==> src/rtl/sap_control_sequencer.sv <==
// -----------------------------------------------------------------------------
// sap_control_sequencer
//
// Ring-counter T-state generator and control matrix for the SAP CPU. Each
// instruction takes six T-states. T1-T3 fetch the instruction and T4-T6
// execute it. The module takes the one-hot opcode lines from the 4-to-16
// decoder and produces the 12-bit control word. It also raises the halt
// request to the clock gate.
//
// Ports:
//   clk           system clock; all state changes on the rising edge
//   clr           synchronous active-high reset; overrides everything, halt too
//   instr_onehot  one-hot opcode from the decoder; only looked at in T4-T6
//   t_state       one-hot T-state, bit0 = T1 ... bit5 = T6
//   con           control word {cp, ep, lm, ce, li, ei, la, ea, su, eu, lb, lo}
//   halt          stop request to the clock gate
//   decode_err    sticky flag: malformed opcode seen in T4, cleared by clr
// -----------------------------------------------------------------------------
module sap_control_sequencer #(
    parameter int LDA_OP = 0,
    parameter int ADD_OP = 1,
    parameter int SUB_OP = 2,
    parameter int OUT_OP = 14,
    parameter int HLT_OP = 15
) (
    input  logic        clk,
    input  logic        clr,
    input  logic [15:0] instr_onehot,
    output logic [5:0]  t_state,
    output logic [11:0] con,
    output logic        halt,
    output logic        decode_err
);

    // Control word bit positions, bit11 down to bit0.
    localparam logic [11:0] CP = 12'h800;  // increment program counter
    localparam logic [11:0] EP = 12'h400;  // PC onto bus
    localparam logic [11:0] LM = 12'h200;  // load MAR
    localparam logic [11:0] CE = 12'h100;  // RAM onto bus
    localparam logic [11:0] LI = 12'h080;  // load IR
    localparam logic [11:0] EI = 12'h040;  // IR address field onto bus
    localparam logic [11:0] LA = 12'h020;  // load accumulator
    localparam logic [11:0] EA = 12'h010;  // accumulator onto bus
    localparam logic [11:0] SU = 12'h008;  // ALU subtract
    localparam logic [11:0] EU = 12'h004;  // ALU onto bus
    localparam logic [11:0] LB = 12'h002;  // load B register
    localparam logic [11:0] LO = 12'h001;  // load output register

    typedef enum logic [5:0] {
        T1 = 6'b000001,
        T2 = 6'b000010,
        T3 = 6'b000100,
        T4 = 6'b001000,
        T5 = 6'b010000,
        T6 = 6'b100000
    } tstate_e;

    tstate_e state_q, state_d;
    logic    halted_q, halted_d;
    logic    err_d;
    // Set when this instruction's opcode was malformed in T4. It keeps T5/T6
    // as NOPs even if the decoder lines change to a legal opcode later.
    logic    bad_q, bad_d;
    logic    op_valid;

    assign t_state = state_q;

    // Exactly one bit set: non-zero, and clearing the lowest set bit leaves zero.
    assign op_valid = (instr_onehot != 16'd0) &&
                      ((instr_onehot & (instr_onehot - 16'd1)) == 16'd0);

    assign halt = halted_q | (state_q[3] & instr_onehot[HLT_OP] & op_valid);

    // Execute-phase word. step 0/1/2 = T4/T5/T6. The caller guarantees that op
    // is one-hot, so the if-chain priority has no effect.
    function automatic logic [11:0] exec_word(input logic [1:0] step,
                                              input logic [15:0] op);
        logic [11:0] w;
        w = 12'h000;
        if (op[LDA_OP]) begin
            case (step)
                2'd0:    w = EI | LM;
                2'd1:    w = CE | LA;
                default: w = 12'h000;
            endcase
        end else if (op[ADD_OP]) begin
            case (step)
                2'd0:    w = EI | LM;
                2'd1:    w = CE | LB;
                default: w = EU | LA;
            endcase
        end else if (op[SUB_OP]) begin
            case (step)
                2'd0:    w = EI | LM;
                2'd1:    w = CE | LB;
                default: w = SU | EU | LA;
            endcase
        end else if (op[OUT_OP]) begin
            if (step == 2'd0) w = EA | LO;
        end
        // HLT and every other single-bit opcode leave w at 12'h000 (NOP).
        return w;
    endfunction

    // Next state and control word.
    always_comb begin
        // NOTE: every signal written here gets a default first, so no path can
        // leave one unassigned and infer a latch.
        state_d  = state_q;
        halted_d = halted_q;
        err_d    = decode_err;
        bad_d    = bad_q;
        con      = 12'h000;

        // While halted the counter is frozen and the word stays all-zero.
        if (!halted_q) begin
            case (state_q)
                T1: begin
                    state_d = T2;
                    con     = EP | LM;
                end
                T2: begin
                    state_d = T3;
                    con     = CP;
                end
                T3: begin
                    state_d = T4;
                    con     = CE | LI;
                end
                T4: begin
                    state_d = T5;
                    bad_d   = !op_valid;
                    if (!op_valid) err_d = 1'b1;
                    con = op_valid ? exec_word(2'd0, instr_onehot) : 12'h000;
                    if (op_valid && instr_onehot[HLT_OP]) begin
                        halted_d = 1'b1;
                        state_d  = T4;
                    end
                end
                T5: begin
                    state_d = T6;
                    con = (op_valid && !bad_q) ? exec_word(2'd1, instr_onehot)
                                               : 12'h000;
                end
                T6: begin
                    state_d = T1;
                    bad_d   = 1'b0;
                    con = (op_valid && !bad_q) ? exec_word(2'd2, instr_onehot)
                                               : 12'h000;
                end
                // Not reachable from reset. Recovers to fetch if it ever happens.
                default: state_d = T1;
            endcase
        end
    end

    // State register; clr wins over everything, including a pending halt.
    always_ff @(posedge clk) begin
        // NOTE: sequential state uses non-blocking assignments so every register
        // samples its pre-edge inputs, whatever the order of the statements.
        if (clr) begin
            state_q    <= T1;
            halted_q   <= 1'b0;
            decode_err <= 1'b0;
            bad_q      <= 1'b0;
        end else begin
            state_q    <= state_d;
            halted_q   <= halted_d;
            decode_err <= err_d;
            bad_q      <= bad_d;
        end
    end

endmodule

==> config.mk <==
export PLATFORM = sky130hd
export DESIGN_NAME = sap_control_sequencer
export DESIGN_NICKNAME = d
export VERILOG_FILES = /design/src/rtl/sap_control_sequencer.sv
export SDC_FILE = /design/constraint.sdc
export NUM_CORES = 1
export LEC_CHECK = 0
export CAP_MARGIN = 20
export CORE_MARGIN = 2
export CORE_UTILIZATION = 30
export CTS_BUF_LIST = sky130_fd_sc_hd__clkbuf_8
export DETAILED_ROUTE_END_ITERATION = 16
export MAX_ROUTING_LAYER = met4
export PLACE_DENSITY_LB_ADDON = 0.25
export SYNTH_ARGS = -nofsm -noshare
export SYNTH_HDL_FRONTEND = slang
export SYNTH_SLANG_ARGS = --single-unit
export TNS_END_PERCENT = 100
==> constraint.sdc <==
create_clock -name clk -period 3.3 [get_ports clk]
set_input_delay 0.33 -clock clk [delete_from_list [all_inputs] [get_ports clk]]
set_output_delay 0.33 -clock clk [all_outputs]
set_load 0.005 [all_outputs]
==> metrics.yaml, run 1 <==
outcome:
  run_status: "complete, no violations"
grt:
  number_of_antenna_violations_at_the_first_check_in_global_routing: 0
  via_count_of_the_first_global_routing_pass: 1061
  wire_length_of_the_first_global_routing_pass_um: 4510
  largest_net_degree_at_the_start_of_global_routing: 17
  grt.total_usage: 0.170
  gr-total-overflow: 0
critical_path:
  crit_chain: "clkdlybuf4s50_1, or3_1, o31a_1, o22ai_1, nand3_1, a21o_4, o31ai_1, clkdlybuf4s50_1"
  critical-path-max-stage-delay_ns: 0.55
  timing.critical_path.slowest_stage_cell: "clkdlybuf4s50_1"
  cp-start-kind: "input port"
  timing.critical_path.to_type: "output port"
  critPathArrivalTime_ns: 2.81
  crit_path_start: "instr_onehot[0]"
  timing.critical_path.fanout_max: 8
  cp.required_ns: 2.97
  crit-reg2reg-launch: "t_state[4]$_SDFFE_PP0N_"
  timing.critical_path.mode_cell: "clkdlybuf4s50_1"
  critical_path_class: "input port to output port"
final_layout:
  diode_insertion_count_for_antenna_repair: 0
  final_layout_size_suffix_gt1_frac: 0.133
  number_of_fill_cells: 272
  final_cell_mix: "33 x clkdlybuf4s50_1, 18 x nor2_1, 9 x nor3_1, 9 x dfxtp_1"
  final_common_cell: "clkdlybuf4s50_1"
  synthesis_to_layout_area_growth_pct: 57.4
  layout.nets: 185
drt:
  vias: 1104
  wl_per_cell_um: 13.0
  drc: 0
  drt-total-wl_um: 2570
  detail-route-antenna-nets: 0
  detailedRoute.firstPassIterationCount: 6
  drt_first_iter_violations: 32
  avgViaCountPerCell: 5.60
clocking:
  cts_hold_buf: 0
  clk_transition_reported_paths_ns: 0.04
  clock_tree.htree_level_count: 1
  tritoncts: "yes"
  tritoncts_num_sinks: 9
  cts.root.buffer_cell: "clkbuf_8"
  clk_path_buf_depth: 2
  clock_latency_ns: 0.23
  tritoncts.num_buffers: 3
hold_path:
  timing.hold.worst.class: "flop to flop"
  worstHoldStart: "decode_err$_SDFFE_PP0P_"
floorplan:
  die_area_um2: 3360
  std_cell_rows: 19
  dieWidth_um: 58.0
  die-height_um: 58.0
  core_area_um2: 2760
  starting_density_of_the_core: 0.317
  ioPinCount: 38
logic_synthesis:
  synth_warnings: 0
  yosysSeqAreaShare: 0.206
  syn_nets: 144
  yosys.cell_types.count: 45
  ys_async_sr_fraction: 0
  postSynthCellCount: 126
  synth-edff-count: 0
  syn_area_um2: 875
  avgSynthCellArea_um2: 6.94
  synth_seq_cells: 9
  synth_top_flop_cell: "dfxtp_1"
timing:
  achievable-frequency_ghz: 0.319
  period_needed_ns: 3.14
  final-hold-violation-count: 0
  setup_viol_count_final: 0
  report.final.slew_viol_count: 0
  tightest_slew_ns: 0.479
  setup-tns-final_ns: 0
  final_min_period_over_clock_period: 0.951
  slew-limit-headroom: 0.680
  rsz0062_at_grt: "false"
  whs_ns: 0.471
  clock_skew_ns: 0.000943
placed_design:
  port_buffers: 37
  place.gp.congestion: 0.830
  detailed_place_hpwl_um: 2060
job:
  drv_cap: 0
power_and_ir_drop:
  p_leak_nw: 0.528
  power.density_nw_per_um2: 272
  ir_drop_mv: 0.156
cells by family (layout without fill, tap and decap cells):
group,count (synthesis),after routing,share of synthesized area
multiplexers,3,3,0.0372
AND/OR/NAND/NOR,65,65,0.391
XOR/XNOR,1,1,0.0100
adder cells (fa/ha/maj),2,2,0.0229
flip-flops,9,9,0.206
AO/OA/AOI/OAI,35,35,0.282
buffers and inverters,11,51,0.0515
final timing paths:
check             depth (start not counted)                      end  slack [ns]
setup / recovery                          8                   con[9]        0.16
hold / removal                            2  decode_err$_SDFFE_PP0P_        0.47
setup reg to reg                          6  decode_err$_SDFFE_PP0P_        1.65
hold reg to reg                           2  decode_err$_SDFFE_PP0P_        0.47
area by class of cell:
type | count | area [µm²] | area share
Sequential cell | 9 | 180 | 0.131
Clock inverter | 1 | 3.75 | 0.00273
Tap cell | 31 | 38.8 | 0.0282
Clock buffer | 3 | 41.3 | 0.0300
Inverter | 5 | 18.8 | 0.0136
Multi-Input combinational cell | 106 | 676 | 0.491
Timing Repair Buffer | 42 | 418 | 0.304
flip-flops by register name, summed over array words and instances, names as in the netlist:
| signal | flops |
|---|---|
| t_state | 6 |
| bad_q | 1 |
| decode_err | 1 |
| halted_q | 1 |
synthesized netlist by cell type (all sizes together), types with 3 or more instances:
master,instances,area (µm²)
nor3,10,50.1
inv,5,18.8
o21ai,9,45.0
nand2,5,18.8
or3,4,25.0
nor4,5,31.3
a21oi,5,25.0
clkbuf,4,15.0
or2,3,18.8
nand3,8,40.0
dfxtp,9,180
nor2,18,67.6
per-layer routing:
metal / GRT usage / share of wire / vias up / wire [µm]
met5: - / 0 / - / 0
met4: 0.0598 / 0.0035 / 0 / 9
met3: 0.0179 / 0.030 / 2 / 76
met2: 0.278 / 0.50 / 23 / 1290
met1: 0.217 / 0.47 / 519 / 1200
li1: - / - / 560 / -
timing repair:
action | CTS | global route
setup endpoints to repair | 0 | 9
gates resized for setup | 0 | 9
buffers inserted | 0 | 0
worst max-delay path, delay by kind of cell:
| family | cells | cell delay [ns] |
|---|---|---|
| simple gates | 2 | 0.55 |
| buf+inv | 2 | 1.01 |
| compound gates | 4 | 0.92 |
through the flow:
step / setup slack [ns] / cell area, µm² / power (W) / utilization / instances
2_1_floorplan: 1.20 / 875 / 0.000184 / - / 126
3_3_place_gp: 0.151 / 1290 / 0.000250 / 0.470 / 193
3_5_place_dp: 0.0272 / 1290 / 0.000252 / 0.470 / 193
4_1_cts: 0.0314 / 1340 / 0.000375 / 0.486 / 197
5_1_grt: 0.0242 / 1380 / 0.000396 / 0.499 / 197
6_report: 0.161 / 1380 / 0.000374 / 0.499 / 197
power breakdown:
part           internal, W  switching [W]  total, W  leakage [nW]
clock network    0.0000808      0.0000409  0.000122        0.0269
registers         0.000114     0.00000967  0.000124        0.0731
logic            0.0000735      0.0000553  0.000129         0.428
No activity file was read; power rests on OpenSTA's default activity.
==> inputs of run 2 (changes only) <==
ABC_CLOCK_PERIOD_IN_PS = 3300   (was unset)
==> results of run 2 <==
No change in the layout: final DEF, timing and power equal those of run 1.
==> inputs of run 3 (changes only) <==
PLACE_DENSITY_LB_ADDON = 0.2   (was 0.25)
==> metrics.yaml, run 3 (synthesis gave the netlist of run 1 again) <==
timing:
  slew-limit-headroom: 0.738  # +0.0581
  tightest_slew_ns: 0.389  # -0.0895 ns
  rsz0062_at_grt: "false"
  final-hold-violation-count: 0  # unchanged
  whs_ns: 0.475  # +0.00402 ns
  clock_skew_ns: 0.00310  # +0.00215 ns
  final_min_period_over_clock_period: 0.963  # +0.0123
  report.final.slew_viol_count: 0  # unchanged
  setup_viol_count_final: 0  # unchanged
  achievable-frequency_ghz: 0.315  # -1.3%
  period_needed_ns: 3.18  # +0.0405 ns
  setup-tns-final_ns: 0  # unchanged
critical_path:
  cp.required_ns: 2.97  # about the same
  timing.critical_path.to_type: "output port"
  critPathArrivalTime_ns: 2.85  # +0.04 ns
  critical_path_class: "input port to output port"
  cp-start-kind: "input port"
  timing.critical_path.fanout_max: 8  # unchanged
  r2r.worst_path.cells: 6  # unchanged
final_layout:
  final_common_cell: "clkdlybuf4s50_1"
  final_layout_size_suffix_gt1_frac: 0.126  # -0.00678
  diode_insertion_count_for_antenna_repair: 0  # unchanged
  largest_reg_flops: 6  # unchanged
  final_instance_area_um2: 1370  # -0.36%
  sequential_cell_area_um2: 180  # unchanged
  number_of_fill_cells: 287  # +5.5%
  layout.nets: 186  # +0.54%
  multi_input_comb_area_um2: 666  # -1.5%
  synthesis_to_layout_area_growth_pct: 56.8
  stdcell_count: 198  # +0.51%
  final_cell_mix: "34 x clkdlybuf4s50_1, 18 x nor2_1, 9 x nor3_1, 9 x dfxtp_1"
clocking:
  clock_tree.htree_level_count: 1  # unchanged
  clk_path_buf_depth: 2  # unchanged
  tritoncts_num_sinks: 9  # unchanged
  tritoncts: "yes"
  clock_latency_ns: 0.23  # about the same
  cts.root.buffer_cell: "clkbuf_8"
  tritoncts.num_buffers: 3  # unchanged
  clk_transition_reported_paths_ns: 0.05  # about the same
  post-cts-setup-buffers: 0  # unchanged
floorplan:
  ioPinCount: 38  # unchanged
  dieWidth_um: 58.0  # unchanged
  die_area_um2: 3360  # unchanged
  std_cell_rows: 19  # unchanged
  core_area_um2: 2760  # unchanged
  starting_density_of_the_core: 0.317  # unchanged
  die-height_um: 58.0  # unchanged
grt:
  wire_length_of_the_first_global_routing_pass_um: 4200  # -6.9%
  largest_net_degree_at_the_start_of_global_routing: 16  # -1
  grt.total_usage: 0.157  # -0.0125
  via_count_of_the_first_global_routing_pass: 996  # -6.1%
  number_of_antenna_violations_at_the_first_check_in_global_routing: 0  # unchanged
  gr-total-overflow: 0  # unchanged
power_and_ir_drop:
  power.density_nw_per_um2: 273  # +0.54%
  p_leak_nw: 0.513  # -2.9%
  ir_drop_mv: 0.212  # +36%
  fin_total_pwr_w: 0.000375  # +0.17%
drt:
  drt-total-wl_um: 2530  # -1.4%
  vias: 1091  # -1.2%
  wl_per_cell_um: 12.8  # -1.9%
  detailedRoute.firstPassIterationCount: 4  # -2
  avgViaCountPerCell: 5.51  # -1.7%
  drt_first_iter_violations: 26  # -19%
  detail-route-antenna-nets: 0  # unchanged
  drc: 0  # unchanged
placed_design:
  place.gp.congestion: 0.790  # -4.8%
  port_buffers: 37  # unchanged
  placed_area_um2: 1300  # +0.58%
  detailed_place_hpwl_um: 2050  # -0.54%
  post-place-cells: 194  # +0.52%
outcome:
  run_status: "complete, no violations"
hold_path:
  timing.hold.worst_path_depth: 2  # unchanged
  timing.hold.worst.class: "flop to flop"
job:
  drv_cap: 0  # unchanged
[run 3: layer usage]
metal | up-vias | GRT usage | routed length (µm)
met5 | - | - | 0
met3 | 0 | 0.0112 | 95
met1 | 496 | 0.206 | 1220
met2 | 31 | 0.261 | 1220
met4 | 0 | 0.0432 | 0
li1 | 564 | - | -
[run 3: repair_timing]
action / 4_1_cts / 5_1_grt
endpoints found under the setup margin: 0 / 8
gates resized for setup: 0 / 6
hold buffers: 0 / 0
[run 3: report_power, final]
| part | switching, W | internal, W |
|---|---|---|
| Combinational | 0.0000550 | 0.0000730 |
| Clock | 0.0000418 | 0.0000809 |
| Sequential | 0.0000101 | 0.000114 |
[run 3: layout make-up]
cell class                 instances  area share
multi-input combinational        106       0.485
timing repair buffer              43       0.308
sequential                         9       0.131
clock buffer                       3      0.0301
tap                               31      0.0283
inverter                           5      0.0137
clock inverter                     1     0.00274
[run 3: through the flow]
stage                     utilization  setup slack, ns
after CTS                       0.489           0.0451
final                           0.497            0.121
after detailed placement        0.472           0.0412
after global placement          0.472            0.126
after global routing            0.497           0.0105
after floorplan                     -             1.20
[run 3: path summary, 6_finish.rpt]
kind / to / slack [ns] / from
worst max-delay path: con[2] / 0.12 / instr_onehot[15]
worst min-delay path: decode_err$_SDFFE_PP0P_ / 0.48 / decode_err$_SDFFE_PP0P_
worst max register to register: decode_err$_SDFFE_PP0P_ / 1.63 / t_state[4]$_SDFFE_PP0N_
worst min register to register: decode_err$_SDFFE_PP0P_ / 0.48 / decode_err$_SDFFE_PP0P_
[run 3: critical path, cell delays in order]
cell and delay (ns):
clkdlybuf4s50_1 0.56, or4b_1 0.46, a21oi_1 0.19, o21ba_2 0.18, o21ai_1 0.09, a21o_4 0.26, nor4_2 0.23, clkdlybuf4s50_1 0.54
